$ cat config.mk
export PLATFORM = sky130hd
export DESIGN_NAME = add8u_err_char_flat
export DESIGN_NICKNAME = d
export VERILOG_FILES = /design/src/rtl/add8u_err_char_if.sv /design/src/rtl/add8u_err_char.sv /design/src/flat_wrapper.sv
export SDC_FILE = /design/constraint.sdc
export NUM_CORES = 1
export LEC_CHECK = 0
export BUFFER_PORTS_ARGS = -buffer_cell sky130_fd_sc_hd__buf_4
export CAP_MARGIN = 0
export CORE_MARGIN = 1
export CORE_UTILIZATION = 52
export DETAILED_ROUTE_END_ITERATION = 6
export GPL_ROUTABILITY_DRIVEN = 1
export PLACE_DENSITY = 0.78
export SLEW_MARGIN = 20
export SYNTH_ARGS = -nofsm -noshare
export SYNTH_HDL_FRONTEND = slang
export SYNTH_SLANG_ARGS = --single-unit
$ cat constraint.sdc
create_clock -name clk -period 3.9 [get_ports clk]
set_input_delay 1.17 -clock clk [delete_from_list [all_inputs] [get_ports clk]]
set_output_delay 1.17 -clock clk [all_outputs]
set_load 0.05 [all_outputs]
$ cat src/rtl/add8u_err_char_if.sv
// Bundle of the characterizer's control, DUT-operand and result signals.
// master: the characterizer. slave: the environment that owns the DUT adder
// and the start pulse.
interface add8u_err_char_if #(
  parameter int W = 8
);
  logic             start;
  logic             busy;
  logic             done;
  logic [W-1:0]     dut_a;
  logic [W-1:0]     dut_b;
  logic [W:0]       dut_o;
  logic [3*W:0]     sum_abs_err;
  logic [W:0]       wce;
  logic [2*W:0]     err_cnt;
  logic [4*W+1:0]   sum_sq_err;

  modport master (
    input  start, dut_o,
    output busy, done, dut_a, dut_b, sum_abs_err, wce, err_cnt, sum_sq_err
  );

  modport slave (
    output start, dut_o,
    input  busy, done, dut_a, dut_b, sum_abs_err, wce, err_cnt, sum_sq_err
  );
endinterface

$ cat src/rtl/add8u_err_char.sv
// Exhaustive error characterizer for W-bit unsigned approximate adders.
// Sweeps every (A,B) pair into an external adder, compares its W+1-bit sum
// with the exact sum DUT_LAT cycles later and accumulates |err| sum, worst
// case error and error count. Define ADD_ERR_SQ_EN to also build the
// squared-error accumulator; otherwise sum_sq_err is tied to zero.
//
// state   | meaning
// IDLE    | after reset, waiting for start
// SWEEP   | issuing one operand pair per cycle
// DRAIN   | operands finished, waiting for the last compares to land
// DONE    | results valid and frozen, start begins a new sweep
module add8u_err_char #(
  parameter int W       = 8,
  parameter int DUT_LAT = 0
) (
  input  logic              clk,
  input  logic              rst_n,
  add8u_err_char_if.master  bus
);
  localparam logic [1:0] S_IDLE  = 2'd0;
  localparam logic [1:0] S_SWEEP = 2'd1;
  localparam logic [1:0] S_DRAIN = 2'd2;
  localparam logic [1:0] S_DONE  = 2'd3;
  localparam int DW = $clog2(DUT_LAT + 2);

  logic [1:0]       state_q, state_d;
  logic [2*W-1:0]   idx_q, idx_d;
  logic [DW-1:0]    drain_q, drain_d;
  logic [W-1:0]     a_q, a_d, b_q, b_d;
  logic [W:0]       exact_q [DUT_LAT+1];
  logic [W:0]       exact_d [DUT_LAT+1];
  logic [DUT_LAT:0] vld_q, vld_d;
  logic [3*W:0]     sae_q, sae_d;
  logic [W:0]       wce_q, wce_d;
  logic [2*W:0]     cnt_q, cnt_d;

  logic             accept;
  logic             cmp_vld;
  logic [W:0]       err;

  assign accept  = bus.start && (state_q == S_IDLE || state_q == S_DONE);
  assign cmp_vld = vld_q[DUT_LAT];

  // Absolute difference between the DUT sum and the aligned exact sum.
  always_comb begin
    err = '0;
    if (bus.dut_o >= exact_q[DUT_LAT]) err = bus.dut_o - exact_q[DUT_LAT];
    else                               err = exact_q[DUT_LAT] - bus.dut_o;
  end

  // Sequencer, operand issue, alignment pipeline and accumulators.
  always_comb begin
    state_d = state_q;
    idx_d   = idx_q;
    drain_d = drain_q;
    a_d     = a_q;
    b_d     = b_q;
    exact_d = exact_q;
    vld_d   = vld_q;
    sae_d   = sae_q;
    wce_d   = wce_q;
    cnt_d   = cnt_q;

    // The exact sum and valid bit follow the operands through the DUT.
    for (int i = 1; i <= DUT_LAT; i++) begin
      exact_d[i] = exact_q[i-1];
      vld_d[i]   = vld_q[i-1];
    end
    vld_d[0] = 1'b0;

    if (cmp_vld) begin
      sae_d = sae_q + (3*W+1)'(err);
      if (err > wce_q) wce_d = err;
      if (err != '0)   cnt_d = cnt_q + (2*W+1)'(1);
    end

    case (state_q)
      S_SWEEP: begin
        a_d        = idx_q[W-1:0];
        b_d        = idx_q[2*W-1:W];
        exact_d[0] = {1'b0, idx_q[W-1:0]} + {1'b0, idx_q[2*W-1:W]};
        vld_d[0]   = 1'b1;
        idx_d      = idx_q + 1'b1;
        if (&idx_q) begin
          state_d = S_DRAIN;
          drain_d = DW'(DUT_LAT + 1);
        end
      end
      S_DRAIN: begin
        if (drain_q == '0) state_d = S_DONE;
        else               drain_d = drain_q - 1'b1;
      end
      default: begin
        if (accept) begin
          state_d = S_SWEEP;
          idx_d   = '0;
          vld_d   = '0;
          sae_d   = '0;
          wce_d   = '0;
          cnt_d   = '0;
        end
      end
    endcase
  end

  // State and datapath registers.
  always_ff @(posedge clk or negedge rst_n) begin
    if (!rst_n) begin
      state_q <= S_IDLE;
      idx_q   <= '0;
      drain_q <= '0;
      a_q     <= '0;
      b_q     <= '0;
      exact_q <= '{default: '0};
      vld_q   <= '0;
      sae_q   <= '0;
      wce_q   <= '0;
      cnt_q   <= '0;
    end else begin
      state_q <= state_d;
      idx_q   <= idx_d;
      drain_q <= drain_d;
      a_q     <= a_d;
      b_q     <= b_d;
      exact_q <= exact_d;
      vld_q   <= vld_d;
      sae_q   <= sae_d;
      wce_q   <= wce_d;
      cnt_q   <= cnt_d;
    end
  end

`ifdef ADD_ERR_SQ_EN
  logic [2*W+1:0] err_sq;
  logic [4*W+1:0] sq_q, sq_d;

  assign err_sq = (2*W+2)'(err) * (2*W+2)'(err);

  // Squared-error accumulator, cleared with the others on start.
  always_comb begin
    sq_d = sq_q;
    if (cmp_vld) sq_d = sq_q + (4*W+2)'(err_sq);
    if (accept)  sq_d = '0;
  end

  // Squared-error register.
  always_ff @(posedge clk or negedge rst_n) begin
    if (!rst_n) sq_q <= '0;
    else        sq_q <= sq_d;
  end

  assign bus.sum_sq_err = sq_q;
`else
  assign bus.sum_sq_err = '0;
`endif

  assign bus.busy        = (state_q == S_SWEEP) || (state_q == S_DRAIN);
  assign bus.done        = (state_q == S_DONE);
  assign bus.dut_a       = a_q;
  assign bus.dut_b       = b_q;
  assign bus.sum_abs_err = sae_q;
  assign bus.wce         = wce_q;
  assign bus.err_cnt     = cnt_q;
endmodule
$ cat src/flat_wrapper.sv
// flat-port wrapper written by rule: the top's interface ports become plain ports
module add8u_err_char_flat 
#(
  parameter int W       = 8,
  parameter int DUT_LAT = 0
)
  (clk, rst_n, bus_start, bus_dut_o, bus_busy, bus_done, bus_dut_a, bus_dut_b, bus_sum_abs_err, bus_wce, bus_err_cnt, bus_sum_sq_err);
  add8u_err_char_if #(.W(W)) bus_i ();
  input  logic clk;
  input  logic rst_n;
  input wire logic [$bits(bus_i.start)-1:0] bus_start;
  input wire logic [$bits(bus_i.dut_o)-1:0] bus_dut_o;
  output wire logic [$bits(bus_i.busy)-1:0] bus_busy;
  output wire logic [$bits(bus_i.done)-1:0] bus_done;
  output wire logic [$bits(bus_i.dut_a)-1:0] bus_dut_a;
  output wire logic [$bits(bus_i.dut_b)-1:0] bus_dut_b;
  output wire logic [$bits(bus_i.sum_abs_err)-1:0] bus_sum_abs_err;
  output wire logic [$bits(bus_i.wce)-1:0] bus_wce;
  output wire logic [$bits(bus_i.err_cnt)-1:0] bus_err_cnt;
  output wire logic [$bits(bus_i.sum_sq_err)-1:0] bus_sum_sq_err;
  assign bus_i.start = bus_start;
  assign bus_i.dut_o = bus_dut_o;
  assign bus_busy = bus_i.busy;
  assign bus_done = bus_i.done;
  assign bus_dut_a = bus_i.dut_a;
  assign bus_dut_b = bus_i.dut_b;
  assign bus_sum_abs_err = bus_i.sum_abs_err;
  assign bus_wce = bus_i.wce;
  assign bus_err_cnt = bus_i.err_cnt;
  assign bus_sum_sq_err = bus_i.sum_sq_err;
  add8u_err_char #(.W(W), .DUT_LAT(DUT_LAT)) u_core (.clk(clk), .rst_n(rst_n), .bus(bus_i));
endmodule
==> metrics.cfg <==
[logic_synthesis]
synth.top_cells.by_area=dfrtp_1, ha_1, buf_4, nor2_1, xnor2_1
yosysMostFrequentCell=dfrtp_1
synth.cells.most_frequent=dfrtp_1, nor2_1, inv_1
yosysTopAreaCellShare=0.372
avgSynthCellArea_sq_um=9.23
postSynthCellCount=700
synth_cell_types=60
synth-seq-cells=96
synth_enable_flop_cells=0
synth.cell_area_sq_um=6460
share_of_synthesized_registers_carrying_an_async_set_or_reset=1.00
yosysWarnings=0
ys_seq_area_frac=0.372
ys_flop_type=dfrtp_1
synth_top_cell_by_area=dfrtp_1

[clock_network]
cts-root-to-sink-buffers=2
latest_clock_arrival_within_the_worst_skew_pair_ns=0.36
ctsHtreeMaxLevel=3
tritoncts_clock_tree=done
cts_buffers=9
clockRootBuffer=clkbuf_16
cts.reportedPaths.clkPinSlew_ns=0.07
clock_sink_count=96
hold_buffers=0

[worst_setup_path]
timing.critical_path.required_ns=4.13
critical_path.startpoint_type=input port
worst_path_max_delay_cell=or3_4
slowest_delay_ns=0.36
crit_arrival_ns=4.51
worstPathCellList=buf_12 > inv_12 > ha_4 > inv_2 > fa_2 > a21o_1 > a221oi_2 > o21bai_1 > a221o_1 > and3_4 > or2_4 > buf_4 > ha_4 > or3_4 > o211ai_1 > buf_4 > nor3_2 > xnor2_1 > nor2_1
path_class=input port to flip-flop
crit_fanout=5
setup.worst_path.end_class=flip-flop

[detailed_routing]
route.vias.total=5565
antenna_violating_nets_post_route=0
detail_route.first_pass.iterations=6
total_detailed_routing_wirelength_microns=16700
via_per_inst=5.38
drc=0
routed_wire_length_per_instance_microns=16.2
drt_first_iter_violations=388

[global_route]
globalRouteOverflowTotal=0
first_pass_grt_wire_length_microns=26600
grt_start_max_net_pins=55
grt_antenna_before_repair=0
first_global_vias=5575
global_route.usage.total=0.260

[floorplanning]
floorplan.io_pins=115
design.core.area_sq_um=12100
die_height_microns=113
floorplan.die_area_sq_um=12900
std_cell_rows=40
die_width_microns=113
initial_utilization=0.536

[layout]
stdcell_count=1035
nets=930
antenna_cells=0
flow.area_growth_from_synthesis_pct=35.1
share_of_cells_above_drive_strength_1=0.349

[placement]
count_of_buffers_from_port_buffering=80
placed_cells=1003
routabilityCongestion=0.865
detailedPlacementHpwl_microns=11300
post-place-ws_ns=-0.872

[timing]
slew_violations=0
timing.final.ws_setup_ns=-0.378
max_freq_ghz=0.234
fin_crit_ns=4.28
finalCritPeriodShare=1.10
rsz0062_at_grt=true
timing.max_slew.rel_slack=0.521
setup_viol=26
worst_clock_skew_ns=0.00912
hold_violations_final=0
tightestPinTransition_ns=0.719

[outcome]
outcome=finished with violations
violations=setup timing

[pwr]
power.net_switching_uw=2310
switching_share=0.445
p_clk_frac=0.177
intPower_uw=2880
worst_ir_drop_vdd_mv=0.288
share_comb_of_total_power=0.556
cell_leakage_power_uw=0.00417
seqPwrFrac=0.267
cellPowerDensity_nw_per_um2=595

[run]
max_cap_viol_count=0

[hold_path]
holdCritPathClass=flip-flop to flip-flop

critical path: cells and delay by family:
kind,cells,cell delay (ns)
AO/OA/AOI/OAI,5,1.17
XOR/XNOR,1,0.15
adder cells (fa/ha/maj),3,0.60
buffers and inverters,5,0.52
AND/OR/NAND/NOR,5,0.86
per-layer routing:
layer	track usage	wire, microns	up-vias	share of wire
met2	0.445	8650	140	0.52
met5	0	0	-	0
li1	-	-	2685	-
met3	0.0414	640	40	0.038
met4	0.129	583	0	0.035
met1	0.319	6860	2700	0.41
final cells by class:
| class | count | area (sq um) |
|---|---|---|
| Clock buffer | 11 | 243 |
| Timing Repair Buffer | 173 | 1370 |
| Inverter | 57 | 239 |
| Sequential cell | 96 | 2400 |
| Fill cell | 846 | 3340 |
| Multi-Input combinational cell | 525 | 4200 |
| Tap cell | 168 | 210 |
| Clock inverter | 5 | 61.3 |
path summary, 6_finish.rpt:
kind,depth (start not counted),end,startpoint,slack [ns]
worst max-delay path,19,u_core.bus.sum_abs_err[21],bus_dut_o[0],-0.38
worst min-delay path,1,u_core.bus.dut_b[4],u_core.bus.dut_b[4],0.51
worst max register to register,16,u_core.bus.sum_abs_err[21],u_core.exact_q[1],0.04
worst min register to register,1,u_core.bus.dut_b[4],u_core.bus.dut_b[4],0.51
max in group asynchronous,2,u_core.idx_q[2],rst_n,2.35
min in group asynchronous,1,u_core.bus.sum_abs_err[0],rst_n,0.86
power groups by stage:
stage,Clock [uW],Sequential [uW],Combinational (uW)
final,918,1390,2890
after global routing,972,1410,3080
after floorplan,0,1940,1170
after CTS,934,1370,2710
after detailed placement,0,1390,2480
after global placement,0,1370,2400
registers in the layout, indices dropped and copies added, names as in the netlist:
| name | cells |
|---|---|
| u_core.exact_q | 9 |
| u_core.bus.dut_a | 8 |
| u_core.idx_q | 16 |
| u_core.bus.sum_abs_err | 25 |
| u_core.state_q | 2 |
| u_core.bus.wce | 9 |
| u_core.bus.err_cnt | 17 |
| u_core.bus.dut_b | 8 |
| u_core.cmp_vld | 1 |
| u_core.drain_q | 1 |
logic make-up after synthesis:
group / Yosys count / synth area share
AOI/OAI and AO/OA: 136 / 0.137
DFF: 96 / 0.372
muxes: 34 / 0.0562
other: 1 / 0.000580
and+or+nand+nor: 218 / 0.166
adders and majority gates: 56 / 0.113
xor gates and xnor gates: 46 / 0.0624
buffers and inverters: 113 / 0.0928
stage by stage:
step / power (uW) / area [sq um] / utilization / setup TNS [ns] / hold slack, ns
6_report: 5190 / 8730 / 0.723 / -7.44 / 0.512
3_5_place_dp: 3870 / 7900 / 0.655 / -24.51 / 0.497
2_1_floorplan: 3110 / 6860 / - / -9.74 / 0.495
4_1_cts: 5020 / 8520 / 0.706 / -3.27 / 0.517
3_3_place_gp: 3780 / 7900 / 0.655 / -20.45 / 0.494
5_1_grt: 5460 / 8730 / 0.723 / -10.61 / 0.528
repair_timing:
action,in CTS,in global routing
setup endpoints to repair,32,28
gates resized for setup,46,26
pin swaps,34,14
setup buffers,7,8
gates cloned,2,0
placed cells by master, fill, tap and decap left out, types with 7 or more instances in the layout:
| master | Yosys | layout |
|---|---|---|
| a21oi_2 | 1 | 9 |
| or3_1 | 15 | 11 |
| nand3_1 | 19 | 17 |
| a21oi_1 | 47 | 34 |
| mux2i_1 | 16 | 15 |
| nor3_1 | 14 | 7 |
| buf_4 | 34 | 165 |
| o21a_1 | 10 | 10 |
| o21ai_1 | 8 | 10 |
| xnor2_1 | 29 | 25 |
| mux2_2 | 18 | 17 |
| clkbuf_16 | 0 | 9 |
| xor2_1 | 17 | 15 |
| inv_1 | 57 | 50 |
| or4_1 | 10 | 10 |
| o31ai_1 | 11 | 10 |
| ha_1 | 52 | 39 |
| conb_1 | 1 | 34 |
| ha_4 | 0 | 13 |
| nand4_1 | 11 | 11 |
| o21ai_0 | 22 | 15 |
| nand2_1 | 47 | 41 |
| nor2_1 | 68 | 63 |
| dfrtp_1 | 96 | 96 |
(Power assumes the default switching activity.)
